## src/rtl/cordic_pkg.sv

```systemverilog
// Shared definitions for the cordic_top sharing arbiter: FSM encoding and default sizing.
package cordic_pkg;
  localparam int N_REQ_DEF   = 4;
  localparam int TIMEOUT_DEF = 255;

  typedef enum logic [2:0] {
    ST_IDLE  = 3'd0,
    ST_CLR   = 3'd1,
    ST_ISSUE = 3'd2,
    ST_WAIT  = 3'd3,
    ST_RESP  = 3'd4
  } state_t;
endpackage

```

## src/rtl/rr_select.sv

```systemverilog
// Round-robin picker: first asserted request at or above ptr, wrapping to 0.
module rr_select #(
  parameter int N  = 4,
  parameter int IW = 2
) (
  input  logic [N-1:0]  req,
  input  logic [IW-1:0] ptr,
  output logic [N-1:0]  grant,
  output logic [IW-1:0] idx
);
  logic w_found;

  always_comb begin
    grant   = '0;
    idx     = '0;
    w_found = 1'b0;
    // k is the search distance from ptr; the first hit wins
    for (int k = 0; k < N; k++) begin
      for (int j = 0; j < N; j++) begin
        if (!w_found && req[j] && (j == ((int'(ptr) + k) % N))) begin
          w_found  = 1'b1;
          grant[j] = 1'b1;
          idx      = IW'(j);
        end
      end
    end
  end
endmodule

```

## src/rtl/cordic_arbiter.sv

```systemverilog
// Shares one cordic_top among N_REQ requesters: round-robin accept, reset+start the
// core, wait for done (with timeout), then hold the result until the consumer takes it.
module cordic_arbiter
  import cordic_pkg::*;
#(
  parameter int N_REQ   = N_REQ_DEF,
  parameter int TIMEOUT = TIMEOUT_DEF,
  parameter int ID_W    = 2
) (
  input  logic                  clk,
  input  logic                  rst,
  input  logic [N_REQ-1:0]      req_valid,
  input  logic [N_REQ*32-1:0]   req_angle,
  output logic [N_REQ-1:0]      req_ready,
  output logic                  cord_rst,
  output logic                  cord_valid_in,
  output logic [31:0]           cord_angle,
  input  logic                  cord_done,
  input  logic [31:0]           cord_sin,
  input  logic [31:0]           cord_cos,
  output logic                  resp_valid,
  input  logic                  resp_ready,
  output logic [ID_W-1:0]       resp_id,
  output logic [31:0]           resp_sin,
  output logic [31:0]           resp_cos,
  output logic                  resp_err
);
  localparam int CNT_W = (TIMEOUT < 2) ? 1 : $clog2(TIMEOUT + 1);

  state_t             r_state, w_nstate;
  logic [ID_W-1:0]    r_ptr, r_id;
  logic [CNT_W-1:0]   r_cnt;
  logic [31:0]        r_angle, r_sin, r_cos;
  logic               r_err;

  logic [N_REQ-1:0]   w_grant;
  logic [ID_W-1:0]    w_idx;
  logic [31:0]        w_ang;
  logic               w_any, w_timeout;

  rr_select #(.N(N_REQ), .IW(ID_W)) u_rr (
    .req   (req_valid),
    .ptr   (r_ptr),
    .grant (w_grant),
    .idx   (w_idx)
  );

  assign w_any     = |req_valid;
  assign w_timeout = (r_cnt == CNT_W'(TIMEOUT - 1));

  always_comb begin
    w_ang = '0;
    for (int i = 0; i < N_REQ; i++)
      if (w_idx == ID_W'(i)) w_ang = req_angle[i*32 +: 32];
  end

  always_comb begin
    w_nstate = r_state;
    case (r_state)
      ST_IDLE:  if (w_any) w_nstate = ST_CLR;
      ST_CLR:   w_nstate = ST_ISSUE;
      ST_ISSUE: w_nstate = ST_WAIT;
      ST_WAIT:  if (cord_done || w_timeout) w_nstate = ST_RESP;
      ST_RESP:  if (resp_ready) w_nstate = ST_IDLE;
      default:  w_nstate = ST_IDLE;
    endcase
  end

  always_ff @(posedge clk) begin
    if (rst) begin
      r_state <= ST_IDLE;
      r_ptr   <= '0;
      r_id    <= '0;
      r_cnt   <= '0;
      r_angle <= '0;
      r_sin   <= '0;
      r_cos   <= '0;
      r_err   <= 1'b0;
    end else begin
      r_state <= w_nstate;
      case (r_state)
        ST_IDLE: if (w_any) begin
          r_angle <= w_ang;
          r_id    <= w_idx;
          r_ptr   <= (w_idx == ID_W'(N_REQ - 1)) ? '0 : w_idx + ID_W'(1);
        end
        ST_CLR: r_cnt <= '0;
        ST_WAIT: begin
          // done takes priority over an expiring timeout in the same cycle
          if (cord_done) begin
            r_sin <= cord_sin;
            r_cos <= cord_cos;
            r_err <= 1'b0;
          end else if (w_timeout) begin
            r_sin <= '0;
            r_cos <= '0;
            r_err <= 1'b1;
          end else begin
            r_cnt <= r_cnt + CNT_W'(1);
          end
        end
        default: ;
      endcase
    end
  end

  assign req_ready     = (r_state == ST_IDLE && !rst) ? w_grant : '0;
  assign cord_rst      = rst || (r_state == ST_CLR);
  assign cord_valid_in = !rst && (r_state == ST_ISSUE);
  assign cord_angle    = r_angle;
  assign resp_valid    = !rst && (r_state == ST_RESP);
  assign resp_id       = r_id;
  assign resp_sin      = r_sin;
  assign resp_cos      = r_cos;
  assign resp_err      = r_err;
endmodule
```

## config.mk

```make
export PLATFORM = sky130hd
export DESIGN_NAME = cordic_arbiter
export DESIGN_NICKNAME = d
export VERILOG_FILES = /design/src/rtl/cordic_pkg.sv /design/src/rtl/rr_select.sv /design/src/rtl/cordic_arbiter.sv
export SDC_FILE = /design/constraint.sdc
export NUM_CORES = 1
export LEC_CHECK = 0
export CAP_MARGIN = 20
export CORE_UTILIZATION = 38
export DETAILED_ROUTE_END_ITERATION = 8
export PLACE_DENSITY = 0.84
export SLEW_MARGIN = 5
export SYNTH_ARGS = -nofsm -noshare
export SYNTH_HDL_FRONTEND = slang
export SYNTH_SLANG_ARGS = --single-unit
```

## constraint.sdc

```tcl
create_clock -name clk -period 3.09 [get_ports clk]
set_clock_uncertainty 0.05 [all_clocks]
set_input_delay 0.618 -clock clk [delete_from_list [all_inputs] [get_ports clk]]
set_output_delay 0.618 -clock clk [all_outputs]
set_load 0.02 [all_outputs]
```

==> tab_implementation.tex <==
\begin{tabular}{lr}
\hline
Metric & Value \\
\hline
\multicolumn{2}{l}{\textbf{Worst setup path}} \\
\quad CP required & 3.31 ns \\
\quad Worst setup EP type & flip-flop \\
\quad CP arrival & about 3.1 ns \\
\quad Element type at the critical path start & input pin \\
\quad Path type of the worst setup path & in -> reg \\
\quad Peak fanout along the critical path & 6 \\
\multicolumn{2}{l}{\textbf{Global routing}} \\
\quad Via count of the first global-routing pass & $\sim$5500 \\
\quad Global-route wire length before repair & about 28000 um \\
\quad Total global-route track usage & 0.257 \\
\quad Largest net degree at the start of global routing & 65 \\
\quad Total grt overflow & 0 \\
\quad Number of antenna violations at the first check in global routing & 1 \\
\multicolumn{2}{l}{\textbf{Drt}} \\
\quad DRC Markers & 0 \\
\quad Via/cell ratio & about 5.6 \\
\quad Routed wire length & $\sim$19000 um \\
\quad Starting DRT DRC Count & 252 \\
\quad Routed via count & 5525 \\
\quad Avg WL per Cell & 18.6 um \\
\quad Length of the first detailed-routing pass in iterations & 5 \\
\quad Remaining antenna violation count & 0 \\
\multicolumn{2}{l}{\textbf{Final layout}} \\
\quad Area of the multi-input gates & around 2500 sq um \\
\quad Nets & 1019 \\
\quad Synthesis-to-finish area growth & 68.8\% \\
\quad FILL cells & around 1100 \\
\quad Seq. cell area & 2240 sq um \\
\quad Proportion of layout cells with a drive suffix above 1 & 0.104 \\
\quad Final Cell Area & between 8000 and 9000 sq um \\
\multicolumn{2}{l}{\textbf{Timing}} \\
\quad Worst-case headroom to the max-slew limit & 0.554 \\
\quad \# setup viols final & 0 \\
\quad Min Tclk post-route & 2.87 ns \\
\quad Final hold viol count & 0 \\
\quad Unrepaired setup endpoints after global routing & false \\
\quad Part of the cycle the worst path needs & 0.928 \\
\quad Upper clock frequency limit & roughly 350 MHz \\
\quad Count of final max-slew check failures & 0 \\
\quad Slew at the pin with the worst max-slew slack & 0.669 ns \\
\quad Least setup slack across all paths after layout & 0.221 ns \\
\multicolumn{2}{l}{\textbf{Die}} \\
\quad DIE AREA & between 10000 and 15000 sq um \\
\quad Core outline area & 13200 sq um \\
\quad Number of top-level pins & 306 \\
\quad Die Span X & 119 um \\
\quad Die extent in y & between 100 and 150 um \\
\quad Standard-cell rows & 42 \\
\quad Effective utilization at floorplan & 0.390 \\
\multicolumn{2}{l}{\textbf{Yosys}} \\
\quad Number of warnings issued by yosys & 0 \\
\quad Top cells by area in the synthesized netlist & sky130\_fd\_sc\_hd\_\_dfxtp\_1, sky130\_fd\_sc\_hd\_\_a22o\_1, sky130\_fd\_sc\_hd\_\_a221oi\_2 \\
\quad Per-instance average area after synthesis & 9.86 sq um \\
\quad Syn nets & 730 \\
\quad Number of enable-type register cells in the synthesized netlist & 0 \\
\quad Synth top area share & 0.434 \\
\quad Distinct cell type count of the synthesized netlist & 51 \\
\quad Post-synthesis instance area & 5170 sq um \\
\quad Cells after synthesis & 524 \\
\quad Post-synth top flop & sky130\_fd\_sc\_hd\_\_dfxtp\_1 \\
\quad Async SR Flop Fraction & 0 \\
\quad \#FFs+latches synth & 112 \\
\quad Sequential-to-total area share from yosys stat & 0.434 \\
\quad Post-synthesis cell type with the largest combined area & sky130\_fd\_sc\_hd\_\_dfxtp\_1 \\
\multicolumn{2}{l}{\textbf{Run}} \\
\quad Max-cap violations & 0 \\
\multicolumn{2}{l}{\textbf{Status}} \\
\quad Run status & finished clean \\
\multicolumn{2}{l}{\textbf{Placed design}} \\
\quad Weighted congestion at the end of routability-driven global placement & 0.921 \\
\quad Buffers on Ports & 305 \\
\quad Post-DP HPWL & 14000 um \\
\quad DP Worst Slack & -0.119 ns \\
\quad Placed cell area & roughly 8400 sq um \\
\multicolumn{2}{l}{\textbf{CTS}} \\
\quad TritonCTS clock tree & done \\
\quad Number of sinks on the clock net & around 110 \\
\quad Htree depth & 3 \\
\quad Cts-stage hold buffer count & 0 \\
\quad Clock Tree Buf Depth & 2 \\
\quad Root buffer selected by CTS & sky130\_fd\_sc\_hd\_\_clkbuf\_16 \\
\quad Clock buffer count from CTS & 9 \\
\quad Source-to-sink clock delay at the later pin of the worst-skew pair & 0.35 ns \\
\quad Clock input transition at the sequential cells of the worst setup and hold paths & 0.08 ns \\
\multicolumn{2}{l}{\textbf{Pwr}} \\
\quad Power spent charging and discharging nets & 1.40 mW \\
\quad Combinational share of power & 0.362 \\
\quad Power Density & 498 nW/um\^{}2 \\
\quad Maximum vdd ir drop & 340 uV \\
\quad Clock power frac & 0.261 \\
\quad Internal power & 2.94 mW \\
\quad Relative contribution of sequential cells to total power & 0.377 \\
\quad Leak pwr & 3.34 nW \\
\quad Sw frac & 0.323 \\
\multicolumn{2}{l}{\textbf{Worst hold path}} \\
\quad Min-Delay Path Class & reg -> reg \\
\hline
\end{tabular}
==> Yosys cell counts, types with 3 or more instances <==
library cell / count
sky130_fd_sc_hd__a211oi_1: 3
sky130_fd_sc_hd__a21oi_1: 42
sky130_fd_sc_hd__a221o_1: 32
sky130_fd_sc_hd__a221oi_2: 30
sky130_fd_sc_hd__a22o_1: 64
sky130_fd_sc_hd__a31oi_1: 3
sky130_fd_sc_hd__buf_1: 3
sky130_fd_sc_hd__buf_12: 3
sky130_fd_sc_hd__buf_2: 12
sky130_fd_sc_hd__buf_6: 7
sky130_fd_sc_hd__clkbuf_1: 24
sky130_fd_sc_hd__dfxtp_1: 112
sky130_fd_sc_hd__ha_1: 6
sky130_fd_sc_hd__inv_1: 34
sky130_fd_sc_hd__nand2_1: 12
sky130_fd_sc_hd__nand3_1: 4
sky130_fd_sc_hd__nand4_1: 4
sky130_fd_sc_hd__nor2_1: 43
sky130_fd_sc_hd__nor3_1: 32
sky130_fd_sc_hd__o21ai_0: 7
sky130_fd_sc_hd__or3_1: 4
sky130_fd_sc_hd__or4_1: 3
==> layer usage <==
metal | vias to the layer above | part of all wire | track usage
li1 | 2574 | - | -
met1 | 2635 | 0.38 | 0.282
met2 | 271 | 0.50 | 0.456
met3 | 45 | 0.075 | 0.0623
met4 | 0 | 0.040 | 0.136
met5 | - | 0 | 0
==> cell type report <==
cell class	count	area share
repair buffers	329	0.383
multi-input cells	326	0.287
flip-flops and latches	112	0.257
clock buffers	10	0.0263
well taps	176	0.0253
inverters	35	0.0151
clock inverters	6	0.00603
diodes	1	0.000287
==> cells by family (layout without fill, tap and decap cells) <==
family	Yosys count	count (layout)	share of synthesized area
adders and majority gates	6	6	0.0145
and+or+nand+nor	122	122	0.121
buffers and inverters	86	380	0.0860
AOI/OAI and AO/OA	198	198	0.345
DFF	112	112	0.434
other	0	1	0
==> placed cells by master (no fill, tap or decap), types with 3 or more instances in the layout <==
| cell type | instances |
|---|---|
| sky130_fd_sc_hd__nand3_1 | 4 |
| sky130_fd_sc_hd__clkbuf_16 | 9 |
| sky130_fd_sc_hd__nand2_1 | 12 |
| sky130_fd_sc_hd__buf_12 | 8 |
| sky130_fd_sc_hd__inv_1 | 34 |
| sky130_fd_sc_hd__o21ai_0 | 6 |
| sky130_fd_sc_hd__a31oi_1 | 3 |
| sky130_fd_sc_hd__a221oi_2 | 30 |
| sky130_fd_sc_hd__a22o_1 | 64 |
| sky130_fd_sc_hd__nor3_1 | 32 |
| sky130_fd_sc_hd__or3_1 | 4 |
| sky130_fd_sc_hd__a211oi_1 | 3 |
| sky130_fd_sc_hd__a21oi_1 | 42 |
| sky130_fd_sc_hd__a221o_1 | 32 |
| sky130_fd_sc_hd__ha_1 | 4 |
| sky130_fd_sc_hd__nor2_1 | 43 |
| sky130_fd_sc_hd__dfxtp_1 | 112 |
| sky130_fd_sc_hd__buf_4 | 15 |
| sky130_fd_sc_hd__clkdlybuf4s50_1 | 300 |
| sky130_fd_sc_hd__nand4_1 | 4 |
==> power groups by stage <==
stage	clock [mW]	sequential [mW]	combinational [mW]
CTS	1.16	1.63	1.57
detailed placement	0	1.67	1.56
global placement	0	1.66	1.52
finish	1.13	1.64	1.57
floorplan	0	1.77	0.749
global route	1.22	1.65	1.68
==> path summary, 6_finish.rpt <==
check,depth (start not counted),slack [ns],end,startpoint
worst max-delay path,11,0.22,cord_angle[31],req_valid[0]
worst min-delay path,1,0.42,resp_cos[21],resp_cos[21]
worst max register to register,10,0.58,cord_angle[31],r_ptr[1]
worst min register to register,1,0.42,resp_cos[21],resp_cos[21]
==> metrics by stage <==
| stage | instances | hold slack (ns) | utilization | setup TNS [ns] | total power, mW |
|---|---|---|---|---|---|
| after floorplan | 524 | 0.395 | - | 0 | 2.52 |
| after global placement | 977 | 0.405 | 0.635 | 0 | 3.19 |
| after detailed placement | 977 | 0.406 | 0.635 | -2.30 | 3.23 |
| after CTS | 993 | 0.430 | 0.656 | 0 | 4.36 |
| after global routing | 995 | 0.435 | 0.659 | 0 | 4.55 |
| final | 995 | 0.423 | 0.659 | 0 | 4.34 |
==> what timing repair did <==
action,4_1_cts,5_1_grt
resized for setup,2,4
gates cloned,0,0
buffers inserted,0,0
endpoints found under the setup margin,2,3
==> worst max-delay path, stage by stage <==
cell and delay, ns:
sky130_fd_sc_hd__clkdlybuf4s50_1 0.50, sky130_fd_sc_hd__nor2b_1 0.18, sky130_fd_sc_hd__o221ai_1 0.18, sky130_fd_sc_hd__nand3_1 0.12, sky130_fd_sc_hd__and2_1 0.19, sky130_fd_sc_hd__ha_1 0.24
sky130_fd_sc_hd__nor2b_2 0.41, sky130_fd_sc_hd__buf_4 0.22, sky130_fd_sc_hd__a221o_1 0.15, sky130_fd_sc_hd__a221oi_2 0.05, sky130_fd_sc_hd__nor3_1 0.21
==> state kept, by name, summed over array words and instances, names as in the netlist <==
register    flops
r_state         3
resp_sin       32
r_cnt           8
resp_cos       32
resp_id         2
cord_angle     32
r_ptr           2
resp_err        1
Note: power is estimated with default switching activity, not from simulation.
